## config.mk

```make
export PLATFORM = sky130hd
export DESIGN_NAME = ps2_device_tx
export DESIGN_NICKNAME = d
export VERILOG_FILES = /design/src/rtl/ps2_device_tx.sv
export SDC_FILE = /design/constraint.sdc
export NUM_CORES = 1
export LEC_CHECK = 0
export ABC_AREA = 1
export BUFFER_PORTS_ARGS = -buffer_cell sky130_fd_sc_hd__buf_4
export CORE_ASPECT_RATIO = 1.5
export CORE_UTILIZATION = 45
export DETAILED_ROUTE_END_ITERATION = 8
export GPL_ROUTABILITY_DRIVEN = 1
export SKIP_CTS_REPAIR_TIMING = 1
export SYNTH_ARGS = -nofsm -noshare
export SYNTH_HDL_FRONTEND = slang
export SYNTH_SLANG_ARGS = --single-unit
export TNS_END_PERCENT = 100
```

## constraint.sdc

```tcl
create_clock -name clk -period 2.02 [get_ports clk]
set_input_delay 0.404 -clock clk [delete_from_list [all_inputs] [get_ports clk]]
set_output_delay 0.404 -clock clk [all_outputs]
set_load 0.02 [all_outputs]
```

## src/rtl/ps2_device_tx.sv

```systemverilog
// Device-side PS/2 transmitter: generates the PS/2 clock and shifts out
// 11-bit frames (start, 8 data LSB first, odd parity, stop) to the host,
// retrying automatically when the host inhibits the bus mid-frame.
module ps2_device_tx #(
  parameter int unsigned HALFBIT_CYCLES = 1120,
  parameter int unsigned BUSIDLE_CYCLES = 1400,
  parameter int unsigned GAP_CYCLES     = 1400
) (
  input  logic       clk,
  input  logic       rst,
  input  logic [7:0] data,
  input  logic       dataload,
  input  logic       ps2clk_in,
  input  logic       ps2data_in,
  output logic       ps2clk_oe,
  output logic       ps2data_oe,
  output logic       busy,
  output logic       done,
  output logic       aborted,
  output logic       host_rts
);

  localparam int unsigned MAX_A = (HALFBIT_CYCLES > BUSIDLE_CYCLES) ? HALFBIT_CYCLES : BUSIDLE_CYCLES;
  localparam int unsigned MAX_C = (MAX_A > GAP_CYCLES) ? MAX_A : GAP_CYCLES;
  localparam int unsigned CW    = $clog2(MAX_C + 1);

  localparam logic [CW-1:0] HALF_LAST = CW'(HALFBIT_CYCLES - 1);
  localparam logic [CW-1:0] IDLE_LAST = CW'(BUSIDLE_CYCLES - 1);
  localparam logic [CW-1:0] GAP_LAST  = CW'(GAP_CYCLES - 1);

  typedef enum logic [2:0] {IDLE, WAITBUS, HIGH, LOW, ABORT, GAP} state_t;

  state_t        state_q, state_n;
  logic [CW-1:0] cnt_q, cnt_n;
  logic [3:0]    idx_q, idx_n;
  logic [7:0]    byte_q, byte_n;
  logic          clk_oe_q, clk_oe_n;
  logic          data_oe_q, data_oe_n;
  logic          busy_q, busy_n;
  logic          done_q, done_n;
  logic          aborted_q, aborted_n;
  logic          clk_meta, clk_s;
  logic          dat_meta, dat_s;

  // Frame bit i: 0 start, 1..8 data LSB first, 9 odd parity, 10 stop.
  function automatic logic frame_bit(input logic [3:0] i, input logic [7:0] b);
    logic r;
    if (i == 4'd0)      r = 1'b0;
    else if (i <= 4'd8) r = b[3'(i - 4'd1)];
    else if (i == 4'd9) r = ~^b;
    else                r = 1'b1;
    return r;
  endfunction

  // State, counters and registered pad drives; sync flops for the pads.
  always_ff @(posedge clk) begin
    if (rst) begin
      state_q   <= IDLE;
      cnt_q     <= '0;
      idx_q     <= '0;
      byte_q    <= '0;
      clk_oe_q  <= 1'b0;
      data_oe_q <= 1'b0;
      busy_q    <= 1'b0;
      done_q    <= 1'b0;
      aborted_q <= 1'b0;
      clk_meta  <= 1'b0;
      clk_s     <= 1'b0;
      dat_meta  <= 1'b0;
      dat_s     <= 1'b0;
    end else begin
      state_q   <= state_n;
      cnt_q     <= cnt_n;
      idx_q     <= idx_n;
      byte_q    <= byte_n;
      clk_oe_q  <= clk_oe_n;
      data_oe_q <= data_oe_n;
      busy_q    <= busy_n;
      done_q    <= done_n;
      aborted_q <= aborted_n;
      clk_meta  <= ps2clk_in;
      clk_s     <= clk_meta;
      dat_meta  <= ps2data_in;
      dat_s     <= dat_meta;
    end
  end

  // Next-state logic; pad drives and pulses are computed one cycle ahead
  // so every output comes straight from a flop.
  always_comb begin
    state_n   = state_q;
    cnt_n     = cnt_q;
    idx_n     = idx_q;
    byte_n    = byte_q;
    clk_oe_n  = clk_oe_q;
    data_oe_n = data_oe_q;
    busy_n    = busy_q;
    done_n    = 1'b0;
    aborted_n = 1'b0;
    unique case (state_q)
      IDLE: begin
        if (dataload) begin
          byte_n  = data;
          busy_n  = 1'b1;
          cnt_n   = '0;
          state_n = WAITBUS;
        end
      end
      WAITBUS: begin
        if (clk_s && dat_s) begin
          if (cnt_q == IDLE_LAST) begin
            cnt_n     = '0;
            idx_n     = '0;
            data_oe_n = ~frame_bit(4'd0, byte_q);
            state_n   = HIGH;
          end else begin
            cnt_n = cnt_q + 1'b1;
          end
        end else begin
          cnt_n = '0;
        end
      end
      HIGH: begin
        if (cnt_q == HALF_LAST) begin
          cnt_n = '0;
          if (!clk_s) begin
            clk_oe_n  = 1'b0;
            data_oe_n = 1'b0;
            aborted_n = 1'b1;
            state_n   = ABORT;
          end else begin
            clk_oe_n = 1'b1;
            state_n  = LOW;
          end
        end else begin
          cnt_n = cnt_q + 1'b1;
        end
      end
      LOW: begin
        if (cnt_q == HALF_LAST) begin
          cnt_n    = '0;
          clk_oe_n = 1'b0;
          if (idx_q != 4'd10) begin
            idx_n     = idx_q + 4'd1;
            data_oe_n = ~frame_bit(idx_q + 4'd1, byte_q);
            state_n   = HIGH;
          end else begin
            data_oe_n = 1'b0;
            done_n    = 1'b1;
            state_n   = GAP;
          end
        end else begin
          cnt_n = cnt_q + 1'b1;
        end
      end
      ABORT: begin
        cnt_n   = '0;
        state_n = WAITBUS;
      end
      GAP: begin
        if (cnt_q == GAP_LAST) begin
          cnt_n   = '0;
          busy_n  = 1'b0;
          state_n = IDLE;
        end else begin
          cnt_n = cnt_q + 1'b1;
        end
      end
      default: begin
        state_n = IDLE;
      end
    endcase
  end

  assign ps2clk_oe  = clk_oe_q;
  assign ps2data_oe = data_oe_q;
  assign busy       = busy_q;
  assign done       = done_q;
  assign aborted    = aborted_q;
  assign host_rts   = (state_q == IDLE) && clk_s && !dat_s;

endmodule

```

==> impl_metrics.json, run 1 <==
{
  "run_status": "finished clean",
  "multi_input_area_sq_um": 1100,
  "syn_area_per_cell_sq_um": 6.50,
  "start_util_pct": 47.5,
  "hold_viol_final": 0,
  "fmaxAchievable_mhz": 553,
  "rows": 29,
  "clock_skew_ns": 0.00690,
  "synth_area_leaders": "dfxtp_1 35%, nand2_1 17%, inv_1 8.6%, nand3_1 6.0%, nor2_1 5.8%",
  "start_kind": "flip-flop",
  "end_kind": "flip-flop",
  "cpLargestDelayFamily": "simple AND/OR/NAND/NOR gates",
  "grt_max_degree": 17,
  "worst_slew_pin_slew_ns": 0.469,
  "wl_per_cell_um": 12.1,
  "n_antenna_cell": 0,
  "grtUsageTotal_pct": 21.5,
  "path_max_fanout": 7,
  "place_hpwl_mm": 3.65,
  "h-tree-depth": 2,
  "drt-total-wl_mm": 4.57,
  "arrival_ns": 2.03,
  "dp_cells": 370,
  "period_needed_ns": 1.81,
  "cts_max_path_buffers": 2,
  "num_vias": 1890,
  "synth_cells": 310,
  "fin_crit_sh_pct": 89.5,
  "clock_latency_ns": 0.29,
  "syn2layout_area_growth_pct": 12.9,
  "path_buf_inv": 3,
  "max_cap_viol_count": 0,
  "ff2ff_path_depth": 12,
  "slowest_delay_ns": 0.45,
  "crit_slowest_cell": "dfxtp_1",
  "grt-ovfl-total": 0,
  "numPortBuffers": 18,
  "grt_pass1_vias": 1910,
  "dpl_cell_area_sq_um": 2190,
  "instances_no_fill": 378,
  "io_pins": 19,
  "cp_cell_sequence": "inv_1, ha_1, inv_1, nand2_1, nand3_1, nand3_1, nand3_1, nand2_1, inv_1, nand2_1, nand2_1, a21oi_1",
  "dr.pass1.iters": 4,
  "antenna_found_initial": 0,
  "syn_area_sq_um": 2010,
  "first_iter_violations": 51,
  "yosysSeqAreaShare_pct": 34.8,
  "yosysWarnings": 0,
  "layout_common_cells": "89 x nand2_1, 46 x inv_1, 35 x dfxtp_1",
  "die_x_um": 56.6,
  "nNetsFinal": 349,
  "ys_ff_latch": 35,
  "slew_headroom_pct": 68.7,
  "regArea_sq_um": 701,
  "setup-violations-final": 0,
  "power_density_nw_per_um2": 1110,
  "n_fill_cell": 474,
  "vdd_ir_drop_max_uv": 671,
  "crit_required_ns": 2.24,
  "async_flop_share_pct": 0,
  "postRouteAntennaNets": 0,
  "synth-edff-count": 0,
  "yosys.area.top_type": "dfxtp_1",
  "cts_tree": "yes",
  "power_uw": 2520,
  "cts_inserted_buffers": 5,
  "drcViolationCount": 0,
  "dieArea_sq_um": 4750,
  "final_common_cell": "nand2_1",
  "design_area_sq_um": 2270,
  "crit_type": "flip-flop to flip-flop",
  "clkSlewWorstSetupHoldPaths_ns": 0.07,
  "leakagePower_uw": 0.00105,
  "die_height_um": 83.9,
  "rsz0062_at_grt": "false",
  "synth_nets": 328,
  "synth_top_area_share_pct": 34.8,
  "setup_tns_ns": 0,
  "drv_slew": 0,
  "grt_pass1_wl_mm": 7.98,
  "coreArea_sq_um": 4250,
  "routabilityCongestion": 0.827,
  "hp-class": "input pin to flip-flop",
  "crit_top_cell": "nand2_1",
  "numClockSinks": 35,
  "synth_flop_cell": "dfxtp_1",
  "via_per_inst": 5.00,
  "ys_types": 30,
  "drive_above_1_share_pct": 15.7,
  "worstHoldPathCells": 3,
  "crit_cells": 12,
  "cts_root_buf": "clkbuf_8"
}
==> Yosys cell counts (all sizes together) (3+ instances only) <==
library cell and instances:
nor2 37, clkbuf 3, dfxtp 35, nand4 8
nor3 5, ha 5, a21oi 18, o21ai 14
xor2 3, nand2 96, nand3 26, inv 53
==> tightest hold or removal path: stages <==
cell    delay, ns
buf_4        0.08
inv_1        0.03
nor2_1       0.06
==> sequential cells by signal, summed over array words and instances, names as in the netlist, 3 cells and up <==
name / count
cnt_q: 11
byte_q: 8
idx_q: 4
state_q: 3
==> through the flow <==
step                      hold WS (ns)  worst slack, ns  utilization (%)
after detailed placement         0.400            0.214             51.6
after floorplan                  0.388            0.460                -
after global routing             0.328           0.0373             53.6
after global placement           0.398            0.212             51.6
final                            0.308            0.212             53.6
after CTS                        0.309            0.195             53.6
==> area by class of cell <==
cell class | instances | share of cell area (%)
multi-input cells | 218 | 48.2
clock inverters | 3 | 0.660
flip-flops and latches | 35 | 30.8
clock buffers | 5 | 3.03
repair buffers | 18 | 5.94
well taps | 46 | 2.53
inverters | 53 | 8.86
==> routing by layer <==
metal	up-vias	GRT usage (%)	wire length [um]
met5	-	0	0
met4	0	8.65	102
met3	9	3.57	75
met2	13	43.3	2580
met1	856	20.2	1810
li1	1012	-	-
==> worst paths after layout <==
check / startpoint / to / slack [ns]
min: ps2clk_in / clk_meta / 0.31
max reg2reg: idx_q[0] / ps2data_oe / 0.21
min reg2reg: dat_meta / dat_s / 0.40
max: idx_q[0] / ps2data_oe / 0.21
==> kinds of logic (layout without fill, tap and decap cells) <==
| kind of cell | Yosys count | after routing | synth area share (%) |
|---|---|---|---|
| AOI/OAI and AO/OA | 34 | 34 | 8.76 |
| xor gates and xnor gates | 4 | 4 | 1.74 |
| adders and majority gates | 5 | 5 | 3.11 |
| buffers and inverters | 57 | 79 | 10.8 |
| DFF | 35 | 35 | 34.8 |
| and+or+nand+nor | 175 | 175 | 40.8 |
==> power by group <==
part           total [uW]  internal [uW]  switching, uW
clock                 493            236            257
combinational        1080            377            699
sequential            953            812            141
total                2520           1430           1100
(Power assumes the default switching activity.)
==> run 2, diff against run 1 <==
- PLACE_DENSITY: default -> 0.66
- clock period: 2.02 -> 1.5 ns (I/O delays scaled with it)
==> run 2 against run 1 <==
Against the previous run:
- sequential share of layout area is 3.8 points lower
- highest routed layer unchanged
- core utilization is 8.5 points higher
- the flow now finishes with violations (setup timing)
- total power up 63%
- largest cell class unchanged
==> impl_metrics.json, run 2 (synthesized netlist as in run 1, its figures left out) <==
{
  "whs_ns": 0.212,
  "largest_reg_flops": 11,
  "slowest_delay_ns": 0.36,
  "dr.pass1.iters": 5,
  "place_hpwl_mm": 3.53,
  "grt-busiest-layer": "met2",
  "setup-violations-final": 5,
  "n_antenna_cell": 0,
  "cts_inserted_buffers": 5,
  "postRouteAntennaNets": 0,
  "h-tree-depth": 2,
  "coreArea_sq_um": 4250,
  "hold_viol_final": 0,
  "numClockSinks": 35,
  "crit_required_ns": 1.67,
  "die_x_um": 56.6,
  "r2r_slack_ns": -0.03,
  "fin_crit_sh_pct": 102,
  "end_kind": "flip-flop",
  "path_max_fanout": 5,
  "wl_per_cell_um": 11.6,
  "slew_headroom_pct": 71.9,
  "power_uw": 4110,
  "fmaxAchievable_mhz": 652,
  "worstHoldPathCells": 3,
  "io_pins": 19,
  "reg_top3": "cnt_q: 11 flops, byte_q: 8 flops, idx_q: 4 flops",
  "drt-total-wl_mm": 4.65,
  "grt_util_met1_pct": 21.1,
  "layout_common_cells": "82 x nand2_1, 43 x inv_1, 39 x buf_4",
  "rows": 29,
  "start_kind": "flip-flop",
  "drv_slew": 0,
  "drcViolationCount": 0,
  "run_status": "finished with violations",
  "arrival_ns": 1.70,
  "cp_cell_sequence": "ha_4, nand2_4, nor2_4, nand4_1, nand2_2, nand4_4, nand2_4, buf_12, nor3_2",
  "antenna_found_initial": 0,
  "grt.met3_usage_pct": 4.34,
  "hp-class": "input pin to flip-flop",
  "first_iter_violations": 69,
  "cts_tree": "yes",
  "cts_root_buf": "clkbuf_8",
  "routabilityCongestion": 0.847,
  "max_cap_viol_count": 0,
  "grt_pass1_wl_mm": 7.92,
  "cts_max_path_buffers": 2,
  "clock_skew_ns": 0.00770,
  "grt_max_degree": 16,
  "start_util_pct": 47.5,
  "numPortBuffers": 18,
  "worst_slew_pin_slew_ns": 0.422,
  "via_per_inst": 5.00,
  "nNetsFinal": 372,
  "die_height_um": 83.9,
  "top_register": "cnt_q",
  "drive_above_1_share_pct": 29.6,
  "grtUsageTotal_pct": 21.2,
  "num_vias": 2003,
  "rsz0062_at_grt": "true",
  "vdd_ir_drop_max_uv": 1150,
  "crit_top_cell": "nand2_4",
  "crit_slowest_cell": "dfxtp_2",
  "leakagePower_uw": 0.00122,
  "hold_path.startpoint": "ps2data_in",
  "syn2layout_area_growth_pct": 30.9,
  "violations": "setup timing",
  "timing.rr.start": "cnt_q[1]",
  "dieArea_sq_um": 4750,
  "period_needed_ns": 1.53,
  "met2_usage_pct": 39.0,
  "hold-path-endpoint": "dat_meta",
  "grt-ovfl-total": 0,
  "clock_latency_ns": 0.28,
  "grt_pass1_vias": 1950,
  "post-route-util_pct": 62.1,
  "final_common_cell": "nand2_1",
  "r2r-end": "cnt_q[5]",
  "layout_setup_ws_ns": -0.0329,
  "clkSlewWorstSetupHoldPaths_ns": 0.07,
  "setup_tns_ns": -0.123,
  "crit_type": "flip-flop to flip-flop",
  "power_density_nw_per_um2": 1560,
  "ff2ff_path_depth": 9
}
run 2: worst max-delay path by stage:
stage	startpoint	to	slack (ns)	depth (start not counted)
5_1_grt	cnt_q[1]	cnt_q[5]	-0.10	9
6_report	cnt_q[1]	cnt_q[5]	-0.03	9
3_5_place_dp	cnt_q[0]	cnt_q[2]	-0.11	10
4_1_cts	state_q[0]	host_rts	-0.20	5
2_1_floorplan	idx_q[0]	idx_q[2]	-0.01	10
3_3_place_gp	cnt_q[1]	cnt_q[2]	-0.09	10
run 2: cell type report:
| type | instances | area, sq um |
|---|---|---|
| Clock inverter | 2 | 35.0 |
| Clock buffer | 6 | 82.6 |
| Sequential cell | 35 | 712 |
| Inverter | 53 | 206 |
| Timing Repair Buffer | 41 | 324 |
| Fill cell | 390 | 1610 |
| Tap cell | 46 | 57.6 |
| Multi-Input combinational cell | 218 | 1220 |
run 2: power breakdown:
| part | internal [uW] | total, uW | switching, uW |
|---|---|---|---|
| Sequential | 1110 | 1280 | 167 |
| Clock | 537 | 862 | 324 |
| Combinational | 846 | 1970 | 1120 |
run 2: metrics by stage:
step	instance area [sq um]	instances	setup slack (ns)
after floorplan	2030	310	-0.0128
after global placement	2330	387	-0.0913
after detailed placement	2330	387	-0.106
after CTS	2450	395	-0.203
after global routing	2640	401	-0.103
final	2640	401	-0.0329
run 2: worst max-delay path, delay by kind of cell, from the launching register on:
kind / cells / cell delay [ns]
adder cells (fa/ha/maj): 1 / 0.15
buffers and inverters: 1 / 0.11
flip-flops: 1 / 0.36
AND/OR/NAND/NOR: 7 / 0.79
run 2: layer usage:
layer	wire length, um	vias to the layer above	share of wire [%]
met2	2600	38	56
met5	0	-	0
met1	1770	890	38
met3	113	16	2.4
met4	160	0	3.4
li1	-	1059	-
